[src/rtl/raster_tile_scheduler.sv]
// rtl/raster_tile_scheduler.sv - walks one tile engine across the screen, streaming every triangle per tile
module raster_tile_scheduler #(
   parameter int BLOCK_SIZE = 5,
   parameter int SCREEN_W   = 640,
   parameter int SCREEN_H   = 480,
   parameter int TRI_ADDR_W = 10
) (
   input  logic                  i_clock,
   input  logic                  i_reset_n,
   input  logic                  i_start,
   input  logic [TRI_ADDR_W:0]   i_tri_count,
   output logic                  o_tri_rd,
   output logic [TRI_ADDR_W-1:0] o_tri_addr,
   output logic                  o_block_data_in,
   output logic [1:0][9:0]       o_block_location,
   input  logic                  i_block_ready,
   output logic                  o_busy,
   output logic                  o_done,
   output logic [15:0]           o_tile_index
);

   localparam logic [9:0] X_LAST = 10'(SCREEN_W - BLOCK_SIZE);
   localparam logic [9:0] Y_LAST = 10'(SCREEN_H - BLOCK_SIZE);
   localparam logic [9:0] STEP   = 10'(BLOCK_SIZE);

   typedef enum logic [2:0] {
      S_IDLE, S_ISSUE, S_DRAIN, S_WAIT_READY, S_ADVANCE, S_FINISH
   } state_t;

   state_t                r_state, w_next;
   logic [TRI_ADDR_W:0]   r_count;
   logic [TRI_ADDR_W-1:0] r_tri_idx;
   logic [9:0]            r_x, r_y;
   logic [15:0]           r_tile;
   logic                  r_data_in;
   logic                  r_zero_done;
   logic                  w_accept;
   logic                  w_last_rd;
   logic                  w_last_tile;

   assign w_accept    = (r_state == S_IDLE) && i_start && (i_tri_count != '0);
   assign w_last_rd   = ({1'b0, r_tri_idx} == (r_count - (TRI_ADDR_W+1)'(1)));
   assign w_last_tile = (r_x == X_LAST) && (r_y == Y_LAST);

   always_comb begin
      w_next = r_state;
      case (r_state)
         S_IDLE:       if (w_accept) w_next = S_ISSUE;
         S_ISSUE:      if (w_last_rd) w_next = S_DRAIN;
         S_DRAIN:      w_next = S_WAIT_READY;
         S_WAIT_READY: if (i_block_ready) w_next = S_ADVANCE;
         S_ADVANCE:    w_next = w_last_tile ? S_FINISH : S_ISSUE;
         S_FINISH:     w_next = S_IDLE;
         default:      w_next = S_IDLE;
      endcase
   end

   always_ff @(posedge i_clock or negedge i_reset_n) begin
      if (!i_reset_n) begin
         r_state     <= S_IDLE;
         r_count     <= '0;
         r_tri_idx   <= '0;
         r_x         <= '0;
         r_y         <= '0;
         r_tile      <= '0;
         r_data_in   <= 1'b0;
         r_zero_done <= 1'b0;
      end else begin
         r_state     <= w_next;
         // Buffer read data lands one cycle after the read, so the strobe trails tri_rd by one.
         r_data_in   <= (r_state == S_ISSUE);
         r_zero_done <= (r_state == S_IDLE) && i_start && (i_tri_count == '0);
         case (r_state)
            S_IDLE: begin
               if (w_accept) begin
                  r_count   <= i_tri_count;
                  r_tri_idx <= '0;
                  r_x       <= '0;
                  r_y       <= '0;
                  r_tile    <= '0;
               end
            end
            S_ISSUE: begin
               if (!w_last_rd) r_tri_idx <= r_tri_idx + 1'b1;
            end
            S_WAIT_READY: begin
               if (i_block_ready && (r_tile != 16'hFFFF)) r_tile <= r_tile + 16'd1;
            end
            S_ADVANCE: begin
               r_tri_idx <= '0;
               if (r_x != X_LAST) begin
                  r_x <= r_x + STEP;
               end else if (r_y != Y_LAST) begin
                  r_x <= '0;
                  r_y <= r_y + STEP;
               end
            end
            default: ;
         endcase
      end
   end

   assign o_tri_rd            = (r_state == S_ISSUE);
   assign o_tri_addr          = r_tri_idx;
   assign o_block_data_in     = r_data_in;
   assign o_block_location[1] = r_x;
   assign o_block_location[0] = r_y;
   assign o_busy              = (r_state != S_IDLE) && (r_state != S_FINISH);
   assign o_done              = (r_state == S_FINISH) || r_zero_done;
   assign o_tile_index        = r_tile;

endmodule

[config.mk]
export PLATFORM = sky130hd
export DESIGN_NAME = raster_tile_scheduler
export DESIGN_NICKNAME = d
export VERILOG_FILES = /design/src/rtl/raster_tile_scheduler.sv
export SDC_FILE = /design/constraint.sdc
export NUM_CORES = 1
export LEC_CHECK = 0
export CAP_MARGIN = 30
export CORE_ASPECT_RATIO = 0.8
export CORE_MARGIN = 2
export CORE_UTILIZATION = 31
export CTS_CLUSTER_SIZE = 16
export DETAILED_ROUTE_END_ITERATION = 16
export HOLD_SLACK_MARGIN = 0.02
export PLACE_DENSITY = 0.59
export REMOVE_ABC_BUFFERS = 1
export SKIP_CTS_REPAIR_TIMING = 1
export SYNTH_ARGS = -nofsm -noshare
export SYNTH_HDL_FRONTEND = slang
export SYNTH_SLANG_ARGS = --single-unit
[constraint.sdc]
create_clock -name i_clock -period 2.5 [get_ports i_clock]
set_input_delay 0.5 -clock i_clock [delete_from_list [all_inputs] [get_ports i_clock]]
set_output_delay 0.5 -clock i_clock [all_outputs]
set_load 0.005 [all_outputs]
; ---- Yosys cells after proc, flatten, opt, wreduce, memory -nomap -nowiden
; Index checks and enable logic that the tools add are counted.
; W data, S select, Z words.
[op_classes]
n_addsub = 5
n_eq_ne = 20
n_mux = 17
n_reduce_logical = 20
[op_table]
columns = operator, n
row1 = $mux W10, 6
row2 = $pmux W10 S2, 2
row3 = $mux W16, 2
row4 = $pmux W16 S2, 1
row5 = $pmux W10 S3, 1
row6 = $add A10 B3 Y10 const B, 2
row7 = $add A16 B1 Y16 const B, 1
row8 = $ne A16 B16 Y1 const B, 1
row9 = $pmux W3 S5, 1
row10 = $mux W3, 4
row11 = $ne A2 B2 Y1 const B, 6
row12 = $reduce_and A3 Y1, 4
row13 = $eq A10 B11 Y1, 1
row14 = $logic_not A11 Y1, 1
row15 = $reduce_bool A11 Y1, 1
row16 = $sub A11 B1 Y11 const B, 1
row17 = $add A10 B1 Y10 const B, 1
row18 = $eq A10 B10 Y1 const B, 1
row19 = $eq A10 B9 Y1 const B, 1
row20 = $ne A10 B10 Y1 const B, 1
row21 = $ne A10 B9 Y1 const B, 1
row22 = $eq A3 B2 Y1 const B, 2
row23 = $eq A3 B3 Y1 const B, 2
row24 = $logic_and A1 B1 Y1, 6
row25 = 9 further kinds, 12
[totals]
ff_bits = 62

; ---- Depth between registers and ports, before layout
[logic_depth]
word_depth = 5
mapped_depth = 9

; ---- Worst setup path after synthesis
; OpenSTA, ideal clock, no wires.
[synth_path]
path_kind = reg2reg
from = register r_count[0]
to = register r_tri_idx[4], in the netlist o_tri_addr[4]
setup_time_ns = 0.126
arrival_time_ns = 2.152
t_required_ns = 2.374
slack_ns = 0.221
stages_incl_launch_ff = 10
path_buffers = 1
period_less_slack_ns = 2.279
cell_sequence = dfrtp_1 > inv_1 > ha_1 > nor4b_1 > nand3_1 > xnor2_1 > nor4b_2 > buf_4 > a21o_2 > a311o_1
[synth_via]
elab_chain_len = 4
[synth_rtl]
columns = item, line_no
row1 = start: declaration, 31  ; logic [TRI_ADDR_W:0] r_count;
row2 = start signal: assignment, 76  ; r_count <= i_tri_count;
row3 = $sub A11 B1 Y11, 42  ; assign w_last_rd = ({1'b0, r_tri_idx} == (r_count - (TRI_ADDR_W+1)'(1)));
row4 = $eq A10 B11 Y1, 42
row5 = $ne A2 B2 Y1 (no source line), --
row6 = $reduce_and A3 Y1 (no source line), --
row7 = end signal: assignment, 84  ; if (!w_last_rd) r_tri_idx <= r_tri_idx + 1'b1;
row8 = end: declaration, 32  ; logic [TRI_ADDR_W-1:0] r_tri_idx;
; No other way between the ends.
; A chain may end at the register's enable or synchronous reset.

; ---- Worst setup path after layout
[layout_path]
from = register r_count[3]
to = register r_tri_idx[0], in the netlist o_tri_addr[0]
; Same word-level chain as after synthesis.

==> flow_summary.yaml <==
floorplan:
  dieArea_mm2: 0.01235
  initial_core_util_pct: 32.27
  fp.coreArea_mm2: 0.01102
  die_w_um: 123.7
  placementRows: 34
  die_y_um: 99.80
  ios: 65
timing:
  worstMarginPinSlew_ns: 0.7496
  drv_slew: 0
  fin_setup_tns_ns: 0
  period_share_pct: 94.39
  setup-violations-final: 0
  fin_crit_ns: 2.360
  fin_skew_ns: 0.005870
  max_slew_margin_pct: 50.03
  layout_setup_ws_ns: 0.1402
  hold_viol: 0
  max_freq_ghz: 0.4238
  rsz0062_at_grt: "true"
worst_setup_path:
  worst_setup_path_end_kind: "flop"
  slowest_stage: "dfrtp_1"
  required_ns: 2.75
  criticalPathCategory: "reg2reg"
  crit_start: "r_count[3]"
  worstPathMaxFanout: 8
  critical_path_buf_inv_count: 2
  max_stage_delay_ns: 0.45
  startpoint_type: "flop"
  reg2reg_from: "r_count[3]"
  cp_common_cell: "buf_4"
  worstPathCellList: "nor3_2 > nand4_1 > a2111oi_2 > nor4b_2 > buf_4 > a21bo_2 > buf_4 > mux2i_1"
  cp_top_family: "simple AND/OR/NAND/NOR gates"
  worstPathArrival_ns: 2.61
logic_synthesis:
  synth.ff_latch_count: 62
  yosysWarnings: 0
  synth_flop_cell: "dfrtp_1"
  seq_area_frac_synth_pct: 43.63
  synth_area_per_cell_um2: 9.094
  syn_inst: 391
  netlist_area_mm2: 0.003556
  yosys.cell_types.count: 58
  synth_edf_count: 0
  synthArstFlopShare_pct: 100.0
cts:
  cts.sinks: 62
  cts.root.buffer_cell: "clkbuf_16"
  numCtsBuffers: 9
  path_clk_slew_ns: 0.05
  cts_tree: "built"
  cts_buffer_depth: 2
  cts_max_level: 3
  clk_latency_ns: 0.33
outcome:
  outcome: "completed"
global_route:
  gr-total-overflow: 0
  antenna_found_initial: 0
  track_usage_pct: 16.14
  grt_max_degree: 23
  grt_pass1_wl_mm: 15.59
  grt_pass1_vias: 3068
worst_hold_path:
  hold_path.class: "in2async"
drt:
  final_antenna_net_count: 0
  vias: 3269
  drt_iter0_drc: 202
  wl_met3_um: 484
  totalWireLength_mm: 9.654
  wire_per_inst_um: 15.08
  firstDrtPassIters: 4
  drt-met1-wl_mm: 4.634
  wl_met2_mm: 4.381
  top_layer_used: "met4"
  vias_per_cell: 5.108
  drc: 0
power:
  power_density_mw_per_mm2: 911.9
  power_mw: 4.519
  ir_drop_v: 0.0003403
  leakage_nw: 2.063
final_layout:
  drive_gt1_share_pct: 15.73
  nNetsFinal: 511
  num_antenna_cells: 0
  layout_commonest_cell: "clkdlybuf4s50_1"
  layout_common_cells: "clkdlybuf4s50_1 (63), dfrtp_1 (62), nand2_1 (53)"
  areaGrowthSynthToFinish_pct: 39.37
  fin_util_pct: 44.98
place:
  hpwlAfterDp_mm: 7.063
  portBuffers: 64
  gp_congestion: 0.8180
  place_ws_ns: -0.2263
job:
  max-cap-violations: 0
sequential cells by signal, indices dropped and copies added, names as in the netlist:
register,cells
r_state,3
r_count,11
o_block_data_in,1
r_zero_done,1
r_y,10
o_tile_index,16
o_tri_addr,10
r_x,10
report_power, final:
part | switching (mW) | internal [mW] | leakage, nW
clock network | 0.443 | 0.901 | 0.150
logic | 0.799 | 0.860 | 1.09
registers | 0.312 | 1.21 | 0.823
final timing paths:
| check | cells past startpoint | end | slack (ns) |
|---|---|---|---|
| hold / removal | 1 | r_count[0] | 0.15 |
| min in group i_clock | 2 | r_count[10] | 0.51 |
| hold reg to reg | 2 | r_count[10] | 0.51 |
| max in group asynchronous | 2 | o_tri_addr[2] | 1.65 |
| setup / recovery | 8 | o_tri_addr[0] | 0.14 |
| setup reg to reg | 8 | o_tri_addr[0] | 0.14 |
metrics by stage:
| stage | cell area (um^2) | hold WS [ns] | instances |
|---|---|---|---|
| 2_1_floorplan | 3471 | 0.2044 | 374 |
| 3_3_place_gp | 4608 | 0.4871 | 624 |
| 3_5_place_dp | 4608 | 0.4974 | 624 |
| 4_1_cts | 4926 | 0.1634 | 640 |
| 5_1_grt | 4956 | 0.1954 | 640 |
| 6_report | 4956 | 0.1485 | 640 |
layer usage:
layer / global-route usage (%) / vias to the layer above
met5: 0 / -
met4: 5.332 / 0
met3: 4.091 / 15
met2: 23.67 / 73
met1: 23.20 / 1590
li1: - / 1591
final cells by class:
type | instances | area [um^2]
inverters | 11 | 41.29
repair buffers | 106 | 950.9
clock inverters | 3 | 67.56
clock buffers | 13 | 250.2
flip-flops and latches | 62 | 1551
multi-input cells | 301 | 1914
fillers | 1032 | 6062
well taps | 144 | 180.2
cell families after synthesis:
family / synth area share [%]
AND/OR/NAND/NOR: 27.13
AO/OA/AOI/OAI: 12.32
adder cells (fa/ha/maj): 1.759
buffers and inverters: 3.554
flip-flops: 43.63
XOR/XNOR: 9.360
multiplexers: 2.252
Yosys cell counts (all sizes together) (2+ instances only):
| library cell | number | share of area, % |
|---|---|---|
| a2111oi | 5 | 1.2 |
| a211oi | 3 | 0.63 |
| a21o | 3 | 0.67 |
| a21oi | 12 | 1.8 |
| a311o | 2 | 0.56 |
| a31oi | 2 | 0.35 |
| and2 | 2 | 0.39 |
| and3 | 4 | 0.70 |
| and4 | 4 | 0.99 |
| buf | 6 | 1.2 |
| clkbuf | 11 | 1.2 |
| dfrtp | 62 | 44 |
| ha | 5 | 1.8 |
| inv | 11 | 1.2 |
| mux2i | 8 | 2.3 |
| nand2 | 53 | 5.6 |
| nand2b | 7 | 1.2 |
| nand3 | 23 | 3.2 |
| nand3b | 4 | 0.84 |
| nand4 | 10 | 1.8 |
| nand4b | 3 | 0.74 |
| nor2 | 36 | 3.8 |
| nor2b | 3 | 0.53 |
| nor3 | 9 | 1.4 |
| nor3b | 4 | 0.99 |
| nor4 | 10 | 1.8 |
| nor4b | 3 | 0.91 |
| o21ai | 20 | 2.8 |
| o21bai | 2 | 0.42 |
| o31a | 2 | 0.53 |
| o31ai | 5 | 1.1 |
| or2 | 3 | 0.53 |
| or3 | 2 | 0.35 |
| or4b | 2 | 0.56 |
| xnor2 | 27 | 6.7 |
| xor2 | 11 | 2.7 |
Power figures use the tool's default switching activity.
==> RTL change 1, RTL diff (config.mk and constraints unchanged) <==
Change the parameter `TRI_ADDR_W` from 10 to 12.
--- a/src/rtl/raster_tile_scheduler.sv
+++ b/src/rtl/raster_tile_scheduler.sv
@@ -3,7 +3,7 @@
    parameter int BLOCK_SIZE = 5,
    parameter int SCREEN_W   = 640,
    parameter int SCREEN_H   = 480,
-   parameter int TRI_ADDR_W = 10
+   parameter int TRI_ADDR_W = 12
 ) (
    input  logic                  i_clock,
    input  logic                  i_reset_n,
Interface: changed (resized i_tri_count and o_tri_addr); port bits go from 65 to 69. The function was not compared with the original's and may differ.
==> RTL change 1 against the original RTL <==
The run now ends with setup timing left. Highest routed layer unchanged. Setup slack got worse by 310 ps. Largest cell class unchanged. Routed wire length is 8.9% higher. Critical endpoint is now o_tri_addr[5]. Sequential power rose by 5%. Power up 14%. Design area increased by 10%. Sequential share of layout area fell by 1.0 points. Synthesized area rose by 5.4%. Sequential cell count rose by 4.
==> RTL change 1: results (changes against the original RTL) <==
Status: finished, violations left (was complete, no violations). The checks that failed: setup timing. The routed length on met1 came out at 5160 um (was 4630 um).

The detailed route wirelength on metal2 came out at 4640 um (was 4380 um). The maximum VDD drop came out at 0.450 mV (was 0.340 mV). The met1 global-route usage was 24.3% (was 23.2%).

The actual slew at the worst max-slew pin came out at 607 ps (was 750 ps). The startpoint of the worst register-to-register path is r_count[0] (was r_count[3]). The number of unique standard cell types used by synthesis is 52 (was 58). The setup slack of the critical path after layout came to -174 ps (was 140 ps). The fraction of layout instances using a drive strength above 1 is 21.2% (was 15.7%). The cell count after placement is 687 (was 624). The global-route usage over all layers is 17.2% (was 16.1%).

The biggest cell delay along the critical path came out at 500 ps (was 450 ps). Leading cell types by total area after synthesis: dfrtp_1 44%, nand2_1 6.6%, xnor2_1 5.4%, nor2_1 4.7%, xor2_1 4.0% (was dfrtp_1 44%, xnor2_1 6.7%, nand2_1 5.6%, nor2_1 3.8%, nand3_1 3.2%). The signal arrival time at the worst endpoint came out at 2930 ps (was 2610 ps). The switching part of the total power is 37.5% (was 34.4%). The number of cells on the worst reg-to-reg path is 10 (was 8). The total negative slack came out at -887 ps (was 0 ps).

The number of fill cells in the layout came to 1140 (was 1032). The length of routed met3 wiring was 580 um (was 484 um). The sequential share of the synthesized area is 44.1% (was 43.6%). The placed standard-cell area came out at 5010 um2 (was 4610 um2). The post-place setup slack is -279 ps (was -226 ps). The first-pass GRT wire length was 17700 um (was 15600 um).

The via count of the first global-routing pass came to 3586 (was 3068). The post-synthesis area per instance is 8.78 um2 (was 9.09 um2). The average vias per placed instance came out at 5.08 (was 5.11). The number of nets at the end of the flow came out at 576 (was 511). The most instantiated flip-flop cell in the synthesis netlist is dfrtp_1 (unchanged).

The post-route worst hold slack is 178 ps (was 149 ps). The starting DRC count in detailed routing came to 296 (was 202). The largest net degree at the start of global routing is 43 (was 23). The count of port buffers added during placement is 68 (was 64). The count of endpoints failing setup in the final report is 13 (was 0). The met3 usage came to 4.29% (was 4.09%).
RTL change 1: changes by cell type after synthesis, moves of 6 or more:
cell      before  now
nand3_1       23   14
xor2_1        11   17
nand4_1       10   16
or3_1          2    8
nand2b_1       7    0
nor2_1        36   47
o211ai_1       0    6
nor3_1         8   14
nand2_1       53   66
RTL change 1: worst max-delay path by stage:
stage	startpoint	endpoint	slack, ps	depth (start not counted)
detailed placement	i_tri_count[6]	r_y[9]	-280	9
finish	r_count[0]	o_tri_addr[5]	-170	10
global route	r_count[0]	o_tri_addr[11]	-260	11
global placement	i_tri_count[12]	r_y[8]	-230	9
CTS	r_count[1]	o_tri_addr[1]	-290	11
floorplan	r_state[0]	r_y[8]	-600	8
RTL change 1: cell families after synthesis:
logic type	Yosys count	share of synthesized area, %
buffers and inverters	34	3.94
multiplexers	4	1.07
adder cells (fa/ha/maj)	5	1.67
AO/OA/AOI/OAI	74	12.8
XOR/XNOR	40	9.35
flip-flops	66	44.1
AND/OR/NAND/NOR	204	27.1
RTL change 1: power by group through the flow:
stage	Clock [W]	Sequential, W	Combinational [W]
finish	0.00112	0.00160	0.00243
global route	0.00121	0.00164	0.00268
CTS	0.00116	0.00159	0.00224
detailed placement	0	0.00161	0.00223
global placement	0	0.00161	0.00220
floorplan	0	0.00167	0.00104
RTL change 1: cell type report:
type / instances / area (um2) / area share [%]
tap: 148 / 185 / 3.40
timing repair buffer: 136 / 1210 / 22.2
multi-input combinational: 327 / 2090 / 38.4
sequential: 66 / 1650 / 30.3
clock buffer: 11 / 243 / 4.45
clock inverter: 3 / 17.5 / 0.321
inverter: 14 / 52.6 / 0.964
==> RTL change 2, RTL diff (config.mk and constraints unchanged) <==
Without the edit above. The 6 states of `state_t` get a one-hot encoding in 6 bits.
--- a/src/rtl/raster_tile_scheduler.sv
+++ b/src/rtl/raster_tile_scheduler.sv
@@ -23,8 +23,8 @@
    localparam logic [9:0] Y_LAST = 10'(SCREEN_H - BLOCK_SIZE);
    localparam logic [9:0] STEP   = 10'(BLOCK_SIZE);
 
-   typedef enum logic [2:0] {
-      S_IDLE, S_ISSUE, S_DRAIN, S_WAIT_READY, S_ADVANCE, S_FINISH
+   typedef enum logic [5:0] {
+      S_IDLE = 6'b000001, S_ISSUE = 6'b000010, S_DRAIN = 6'b000100, S_WAIT_READY = 6'b001000, S_ADVANCE = 6'b010000, S_FINISH = 6'b100000
    } state_t;
 
    state_t                r_state, w_next;
Check against the original RTL: no difference found for any inputs over 10 cycles, from zero or initial values and one cycle with i_reset_n low; not proved beyond that.
==> RTL change 2 against the original RTL <==
The run now ends with setup timing left. Routed wire length up 4.8%. Design area rose by 5.5%. Fmax down 12%. Non-clock buffer count up 12. Power is 7.2% lower. Synthesized area rose by 1.2%. Sequential cell count grew 3. Setup slack lost 310 ps. Worst hold slack improved by 4.2 ps.
==> RTL change 2: results (changes against the original RTL) <==
The setup slack of the critical path after layout is -173 ps (was 140 ps). The first-pass GRT wire length came out at 16400 um (was 15600 um). The biggest cell delay along the critical path is 550 ps (was 450 ps). The routability congestion estimate from global placement is 0.833 (was 0.818). The met2 track demand over resource came out at 24.9% (was 23.7%). Synth cell count leaders: 64 x dfrtp_1, 56 x nand2_1, 50 x nor2_1 (was 62 x dfrtp_1, 53 x nand2_1, 36 x nor2_1). The share of cell area taken by muxes after synthesis came to 0.870% (was 2.25%). The cell count after placement is 652 (was 624).

The total negative slack came to -927 ps (was 0 ps). The actual slew at the worst max-slew pin is 482 ps (was 750 ps). The starting DRC count in detailed routing came to 228 (was 202). The post-synthesis cell count is 403 (was 391). The via count of the first global-routing pass came out at 3294 (was 3068). The number of nets at the end of the flow is 540 (was 511). The routed length on met1 is 4850 um (was 4630 um).

The largest net degree at the start of global routing came out at 66 (was 23). The checks that failed: setup timing. The average vias per placed instance came out at 4.97 (was 5.11). The global-route usage over all layers was 16.5% (was 16.1%). The met3 usage came out at 6.02% (was 4.09%). The count of endpoints failing setup in the final report is 10 (was 0). The endpoint of the lowest-slack register-to-register path was o_tri_addr[8] (was o_tri_addr[0]).

The maximum VDD drop is 0.389 mV (was 0.340 mV). Status: finished, violations left (was complete, no violations). The launching element of the worst setup path is r_count[1] (was r_count[3]). The number of fill cells in the layout was 1116 (was 1032). The placed standard-cell area came out at 4760 um2 (was 4610 um2).

The post-place setup slack came out at -267 ps (was -226 ps). The cell at the slowest stage of the critical path is or4_4 (was dfrtp_1). The signal arrival time at the worst endpoint came out at 2940 ps (was 2610 ps). The sum of net half-perimeters after detailed placement is 7070 um (was 7060 um).
## RTL change 2: changes by cell type after synthesis, sizes merged, moves of 5 or more
cell / delta
or3: +7
nor3: +5
mux2i: -6
a2111oi: -5
nor2: +14
o21ai: +9
xor2: +7
xnor2: -5
## RTL change 2: power breakdown
group | internal (W) | switching [W]
combinational | 0.000804 | 0.000869
sequential | 0.00120 | 0.000149
clock | 0.000720 | 0.000456
total | 0.00272 | 0.00147
## RTL change 2: layout make-up
| type | count | area (um2) | area share, % |
|---|---|---|---|
| multi-input cells | 316 | 2020 | 38.6 |
| flip-flops and latches | 65 | 1630 | 31.2 |
| repair buffers | 118 | 1080 | 20.7 |
| clock buffers | 13 | 260 | 4.98 |
| well taps | 148 | 185 | 3.54 |
| inverters | 10 | 37.5 | 0.718 |
| clock inverters | 3 | 15.0 | 0.287 |
## RTL change 2: cells by family after synthesis
kind of cell / count (synthesis)
mux: 3
simple gates: 203
fa+ha+maj: 5
xor+xnor: 40
flops: 65
buf+inv: 22
compound gates: 65
